### config.mk
export PLATFORM = sky130hd
export DESIGN_NAME = srio_xfer_scheduler
export DESIGN_NICKNAME = d
export VERILOG_FILES = /design/src/rtl/srio_sched_pkg.sv /design/src/rtl/srio_sched_timer.sv /design/src/rtl/srio_xfer_scheduler.sv
export SDC_FILE = /design/constraint.sdc
export NUM_CORES = 1
export LEC_CHECK = 0
export ABC_AREA = 1
export CORE_UTILIZATION = 36
export DETAILED_ROUTE_END_ITERATION = 16
export PLACE_DENSITY = 0.6
export REMOVE_ABC_BUFFERS = 1
export SYNTH_ARGS = -nofsm -noshare
export SYNTH_HDL_FRONTEND = slang
export SYNTH_SLANG_ARGS = --single-unit
export TNS_END_PERCENT = 100
### constraint.sdc
create_clock -name sys_clk -period 2.9 [get_ports sys_clk]
set_clock_uncertainty 0.1 [all_clocks]
set_input_delay 0.87 -clock sys_clk [delete_from_list [all_inputs] [get_ports sys_clk]]
set_output_delay 0.87 -clock sys_clk [all_outputs]
set_load 0.02 [all_outputs]
### src/rtl/srio_sched_pkg.sv
// Shared definitions for the SRIO transfer scheduler: FSM encoding and default tuning constants.
package srio_sched_pkg;

  typedef enum logic [3:0] {
    IDLE      = 4'd0,
    WAIT_DATA = 4'd1,
    LOAD      = 4'd2,
    TRIG      = 4'd3,
    WAIT_BUSY = 4'd4,
    WAIT_DONE = 4'd5,
    DB_LOAD   = 4'd6,
    DB_TRIG   = 4'd7,
    DB_WAIT   = 4'd8
  } sched_state_t;

  localparam int DEF_BURST_BYTES = 256;
  localparam int DEF_DB_TIMEOUT  = 65535;
  localparam int DEF_BUSY_GUARD  = 16;
  localparam int TIMER_W         = 16;

endpackage

### src/rtl/srio_sched_timer.sv
// Loadable down-counter; expired is high once the count has run down to zero.
module srio_sched_timer #(
  parameter int W = 16
) (
  input  logic         clk,
  input  logic         rst_n,
  input  logic         load,
  input  logic [W-1:0] load_val,
  output logic         expired
);

  logic [W-1:0] count;

  always_ff @(posedge clk or negedge rst_n) begin
    if (!rst_n) begin
      count <= '0;
    end else if (load) begin
      count <= load_val;
    end else if (count != '0) begin
      count <= count - 1'b1;
    end
  end

  assign expired = (count == '0);

endmodule

### src/rtl/srio_xfer_scheduler.sv
// Chops each frame into bursts for the SRIO initiator, then rings a doorbell and
// alternates the destination buffer per frame.
module srio_xfer_scheduler
  import srio_sched_pkg::*;
#(
  parameter int BURST_BYTES = DEF_BURST_BYTES,
  parameter int DB_TIMEOUT  = DEF_DB_TIMEOUT,
  parameter int BUSY_GUARD  = DEF_BUSY_GUARD
) (
  input  logic        sys_clk,
  input  logic        sys_rst_n,
  input  logic        cfg_enable,
  input  logic [7:0]  cfg_dest_id,
  input  logic [33:0] cfg_dest_base,
  input  logic [33:0] cfg_buf_stride,
  input  logic [23:0] cfg_frame_bytes,
  input  logic [9:0]  fifo_rd_len,
  input  logic        srio_initial_busy,
  input  logic        srio_db_resp,
  output logic [7:0]  ucfg_dest_id,
  output logic [31:0] ucfg_src_start_addr,
  output logic [33:0] ucfg_dest_start_addr,
  output logic [8:0]  ucfg_byte_count,
  output logic [15:0] ucfg_db_info,
  output logic        ucfg_wr_n,
  output logic        ucfg_normal_trigger,
  output logic        ucfg_db_trigger,
  output logic        sched_busy,
  output logic [15:0] frame_cnt,
  output logic [31:0] error_conter,
  output logic [3:0]  dbg_state
);

  // Handshake: ucfg_wr_n low for one cycle loads the descriptor; the trigger
  // follows one cycle later. The initiator acknowledges by raising busy and
  // signals completion by dropping it; doorbells complete on a db_resp strobe.

  sched_state_t         state;
  logic [7:0]           dest_id_q;
  logic [33:0]          base_q;
  logic [33:0]          stride_q;
  logic [23:0]          remaining;
  logic [23:0]          offset;
  logic                 buf_sel;

  logic [8:0]           burst;
  logic                 data_ok;
  logic [33:0]          dest_calc;
  logic                 guard_miss;
  logic                 burst_end;
  logic                 db_done;
  logic                 db_timeout;
  logic                 frame_start;
  logic                 timer_load;
  logic [TIMER_W-1:0]   timer_val;
  logic                 timer_expired;

  always_comb begin
    burst       = (remaining > 24'(BURST_BYTES)) ? 9'(BURST_BYTES) : remaining[8:0];
    data_ok     = {fifo_rd_len, 3'b000} >= {4'b0000, burst};
    dest_calc   = base_q + (buf_sel ? stride_q : 34'd0) + {10'd0, offset};
    guard_miss  = (state == WAIT_BUSY) && !srio_initial_busy && timer_expired;
    burst_end   = guard_miss || ((state == WAIT_DONE) && !srio_initial_busy);
    db_done     = (state == DB_WAIT) && (srio_db_resp || timer_expired);
    db_timeout  = (state == DB_WAIT) && !srio_db_resp && timer_expired;
    frame_start = cfg_enable && ((state == IDLE) || db_done);
    timer_load  = (state == TRIG) || (state == DB_TRIG);
    timer_val   = (state == TRIG) ? TIMER_W'(BUSY_GUARD) : TIMER_W'(DB_TIMEOUT);
  end

  srio_sched_timer #(.W(TIMER_W)) u_timer (
    .clk      (sys_clk),
    .rst_n    (sys_rst_n),
    .load     (timer_load),
    .load_val (timer_val),
    .expired  (timer_expired)
  );

  always_ff @(posedge sys_clk or negedge sys_rst_n) begin
    if (!sys_rst_n) begin
      state                <= IDLE;
      dest_id_q            <= '0;
      base_q               <= '0;
      stride_q             <= '0;
      remaining            <= '0;
      offset               <= '0;
      buf_sel              <= 1'b0;
      ucfg_dest_id         <= '0;
      ucfg_src_start_addr  <= '0;
      ucfg_dest_start_addr <= '0;
      ucfg_byte_count      <= '0;
      ucfg_db_info         <= '0;
      ucfg_wr_n            <= 1'b1;
      ucfg_normal_trigger  <= 1'b0;
      ucfg_db_trigger      <= 1'b0;
      sched_busy           <= 1'b0;
      frame_cnt            <= '0;
      error_conter         <= '0;
    end else begin
      case (state)
        IDLE: begin
          if (cfg_enable) begin
            state      <= WAIT_DATA;
            sched_busy <= 1'b1;
          end
        end
        WAIT_DATA: begin
          if (!cfg_enable) begin
            state      <= IDLE;
            sched_busy <= 1'b0;
          end else if (data_ok) begin
            state                <= LOAD;
            ucfg_wr_n            <= 1'b0;
            ucfg_dest_id         <= dest_id_q;
            ucfg_src_start_addr  <= {8'd0, offset};
            ucfg_dest_start_addr <= dest_calc;
            ucfg_byte_count      <= burst;
          end
        end
        LOAD: begin
          state               <= TRIG;
          ucfg_wr_n           <= 1'b1;
          ucfg_normal_trigger <= 1'b1;
        end
        TRIG: begin
          state               <= WAIT_BUSY;
          ucfg_normal_trigger <= 1'b0;
        end
        WAIT_BUSY: begin
          if (srio_initial_busy) state <= WAIT_DONE;
        end
        DB_LOAD: begin
          state           <= DB_TRIG;
          ucfg_wr_n       <= 1'b1;
          ucfg_db_trigger <= 1'b1;
        end
        DB_TRIG: begin
          state           <= DB_WAIT;
          ucfg_db_trigger <= 1'b0;
        end
        DB_WAIT: begin
          if (db_done) begin
            frame_cnt  <= frame_cnt + 16'd1;
            buf_sel    <= ~buf_sel;
            state      <= cfg_enable ? WAIT_DATA : IDLE;
            sched_busy <= cfg_enable;
          end
        end
        default: ;
      endcase

      // A missed busy guard is treated exactly like a completed burst.
      if (burst_end) begin
        offset    <= offset + {15'd0, ucfg_byte_count};
        remaining <= remaining - {15'd0, ucfg_byte_count};
        if (!cfg_enable) begin
          state      <= IDLE;
          sched_busy <= 1'b0;
        end else if (remaining == {15'd0, ucfg_byte_count}) begin
          state        <= DB_LOAD;
          ucfg_wr_n    <= 1'b0;
          ucfg_db_info <= {buf_sel, frame_cnt[14:0]};
        end else begin
          state <= WAIT_DATA;
        end
      end

      if ((guard_miss || db_timeout) && (error_conter != '1)) begin
        error_conter <= error_conter + 32'd1;
      end

      if (frame_start) begin
        dest_id_q <= cfg_dest_id;
        base_q    <= cfg_dest_base;
        stride_q  <= cfg_buf_stride;
        remaining <= cfg_frame_bytes;
        offset    <= '0;
      end
    end
  end

  assign dbg_state = state;

endmodule

==> impl_metrics.ini <==
[setup_path]
required_ps = 3220
crit_family = adder cells
critPathArrivalTime_ps = 3260
cp-end-kind = flip-flop
critPathLaunchType = flip-flop
crit_path_max_fanout = 17
path_class = reg2reg
path_cells = buf_8 -> buf_12 -> nand2_1 -> inv_1 -> fa_1 -> ha_1 -> buf_4 -> buf_4 -> a31oi_4 -> o21ai_1 -> nand3b_1 -> xnor2_1 -> o21ai_0
slowest_delay_ps = 440
critical_path_buf_inv_count = 5
cpMostUsedCell = buf_4
cpMaxStageDelayCell = dfrtp_2

[floorplan]
die_y_um = 219
ios = 270
coreArea_sq_um = 46600
die_w_um = 219
rows = 79
dieArea_sq_um = 48100
initial_core_util_pct = 36.5

[timing]
slew_violations = 0
fin_hold_ws_ps = 174
relSlewSlack_pct = 64.4
final.period_utilization_pct = 101
setup_viol = 3
setup_slack_ps = -32.5
fin_crit_ps = 2930
grt_setup_unrepaired = true
fmax_mhz = 341
max_slew.worst_pin.slew_ps = 534
hold_violations = 0

[routing]
viasPerCell = 4.89
drc = 0
postRouteAntennaNets = 0
drt-initial-drc-count = 1134
wl_per_cell_um = 16.6
dr_total_vias = 15900
routed_wl_mm = 54.0
drtPass1Iterations = 5

[run_status]
violations = negative setup slack
status = finished with violations

[clock_network]
root_buffer = clkbuf_16
cts_inserted_buffers = 37
cts.sinks = 288
cts_tree = built
postCtsHoldBufs = 0
path_clk_slew_ps = 60
clockBufferDepth = 3
clk_latency_ps = 550
h-tree-depth = 2

[placed_design]
io_buffers = 261
place_inst = 3170
gp_congestion = 0.944
place_area_sq_um = 21700
hpwl_mm = 41.4

[yosys]
ys_ff_latch = 288
avgSynthCellArea_sq_um = 7.83
synth_edf_count = 0
ys.warnings.count = 0
ys.flop_type = dfrtp_1
yosysUniqueCellTypes = 49
yosysSeqAreaShare_pct = 42.4
async_flop_share_pct = 100
syn_area_sq_um = 17000
syn_inst = 2174

[finish]
area_growth_pct = 38.5
diodes = 0
final_core_utilization_pct = 50.6
drive_gt1_share_pct = 16.5
final_cells = 3245
multiInputGateArea_sq_um = 8990
ff_latch_area_sq_um = 7210
fillers = 4451
nets = 2824
fin_area_sq_um = 23600

[flow_run]
drv_cap = 0

[power]
vdd_drop_max_v = 0.000523
power_density_nw_per_um2 = 886
p_leak_nw = 11.4
finalPower_mw = 20.9

[worst_hold_path]
hp-class = in2async

[grt]
grt_pass1_vias = 15900
grt_max_degree = 74
gr-usage-all-layers_pct = 22.2
antenna_found_initial = 0
grt_pass1_wl_mm = 83.9
grt.overflow.total = 0
## cell families (layout without fill, tap and decap cells)
group	after synthesis	count (layout)	synth area share [%]
other cells	1	8	0.0220
simple gates	1070	1070	26.2
xor+xnor	96	96	4.94
buf+inv	315	772	7.82
flops	288	288	42.4
compound gates	309	309	10.5
fa+ha+maj	95	95	8.18
## cell type report
class	count	share of cell area, %
clock buffer	50	4.47
clock inverter	13	0.732
inverter	247	3.93
multi-input combinational	1578	38.1
sequential	288	30.6
tap	607	3.22
timing repair buffer	462	18.9
## per-layer routing
| metal | wire length, um | track usage [%] |
|---|---|---|
| met5 | 0 | 0 |
| met4 | 1340 | 6.88 |
| met3 | 2950 | 3.96 |
| met2 | 25500 | 37.0 |
| met1 | 24200 | 29.3 |
## per-stage QoR
| step | TNS, ps | setup WS (ps) |
|---|---|---|
| floorplan | -191780 | -1390 |
| global placement | -4870 | -160 |
| detailed placement | -8130 | -216 |
| CTS | -5.13 | -5.13 |
| global route | -2700 | -183 |
| finish | -46.1 | -32.5 |
## state kept, by name, indices dropped and copies added, names as in the netlist
signal,cells
base_q,34
stride_q,34
ucfg_dest_start_addr,34
error_conter,32
offset,24
remaining,24
ucfg_src_start_addr,24
frame_cnt,16
u_timer.count,16
ucfg_db_info,16
ucfg_byte_count,9
dest_id_q,8
ucfg_dest_id,8
dbg_state,4
buf_sel,1
sched_busy,1
ucfg_db_trigger,1
ucfg_normal_trigger,1
ucfg_wr_n,1
## power by group
group / switching [mW] / total [mW] / internal [mW]
Sequential: 0.894 / 6.15 / 5.25
Clock: 1.80 / 4.69 / 2.90
Combinational: 5.60 / 10.1 / 4.45
## timing repair
action	4_1_cts	5_1_grt
resized for setup	36	106
setup buffers	0	8
endpoints found under the setup margin	26	81
pin swaps	6	39
cloned	0	4
## synth_stat cells, types with 2 or more instances
cell / number / area, sq um
nand2_1: 699 / 2620
dfrtp_1: 287 / 7180
inv_1: 244 / 916
nor2_1: 152 / 571
o21ai_0: 133 / 666
a21oi_1: 80 / 400
nand3_1: 78 / 390
ha_1: 68 / 851
xor2_1: 63 / 552
nor3_1: 40 / 200
nand4_1: 33 / 206
xnor2_1: 33 / 289
nand2_2: 31 / 194
buf_2: 28 / 140
fa_1: 27 / 541
o21ai_2: 26 / 228
clkbuf_1: 24 / 90.1
nor4_1: 14 / 87.6
o211ai_1: 14 / 105
a31oi_1: 13 / 81.3
o22ai_1: 10 / 62.6
buf_4: 9 / 67.6
nor2_2: 9 / 56.3
o21ai_1: 7 / 35.0
a21o_1: 6 / 45.0
o21bai_1: 6 / 45.0
a22oi_1: 5 / 37.5
o21a_1: 4 / 30.0
buf_12: 3 / 60.1
inv_2: 3 / 11.3
nand3_2: 3 / 30.0
buf_8: 2 / 30.0
nand3b_1: 2 / 15.0
nor3_2: 2 / 20.0
o31ai_1: 2 / 15.0
## final timing paths
kind                               from                        to  slack [ps]  cells after the start
setup / recovery                buf_sel  ucfg_dest_start_addr[23]         -30                     13
hold / removal                sys_rst_n  ucfg_dest_start_addr[33]         170                      1
setup reg to reg                buf_sel  ucfg_dest_start_addr[23]         -30                     13
hold reg to reg            stride_q[33]              stride_q[33]         370                      2
max in group asynchronous     sys_rst_n                 ucfg_wr_n        1800                      2
min in group sys_clk       stride_q[33]              stride_q[33]         370                      2
## worst reg2reg max path, delay by kind of cell, from the launching register on
kind	cells	cell delay (ps)
xor+xnor	1	210
compound gates	3	410
fa+ha+maj	2	770
flops	1	440
simple gates	2	230
buf+inv	5	670
## placed cells by master, fill, tap and decap left out, drive strengths merged, types with 2 or more instances in the layout
| cell | netlist | layout |
|---|---|---|
| nand2 | 730 | 730 |
| dfrtp | 287 | 287 |
| clkdlybuf4s50 | 0 | 260 |
| inv | 247 | 248 |
| buf | 43 | 198 |
| o21ai | 166 | 166 |
| nor2 | 162 | 162 |
| nand3 | 81 | 81 |
| a21oi | 81 | 81 |
| ha | 68 | 68 |
| xor2 | 63 | 63 |
| clkbuf | 25 | 54 |
| nor3 | 43 | 43 |
| nand4 | 33 | 33 |
| xnor2 | 33 | 33 |
| fa | 27 | 27 |
| o211ai | 14 | 14 |
| nor4 | 14 | 14 |
| a31oi | 13 | 13 |
| o22ai | 10 | 10 |
| conb | 1 | 8 |
| clkinv | 0 | 8 |
| a21o | 6 | 6 |
| o21bai | 6 | 6 |
| a22oi | 5 | 5 |
| o21a | 4 | 4 |
| bufinv | 0 | 4 |
| o31ai | 2 | 2 |
| nand3b | 2 | 2 |
Power figures use the tool's default switching activity.
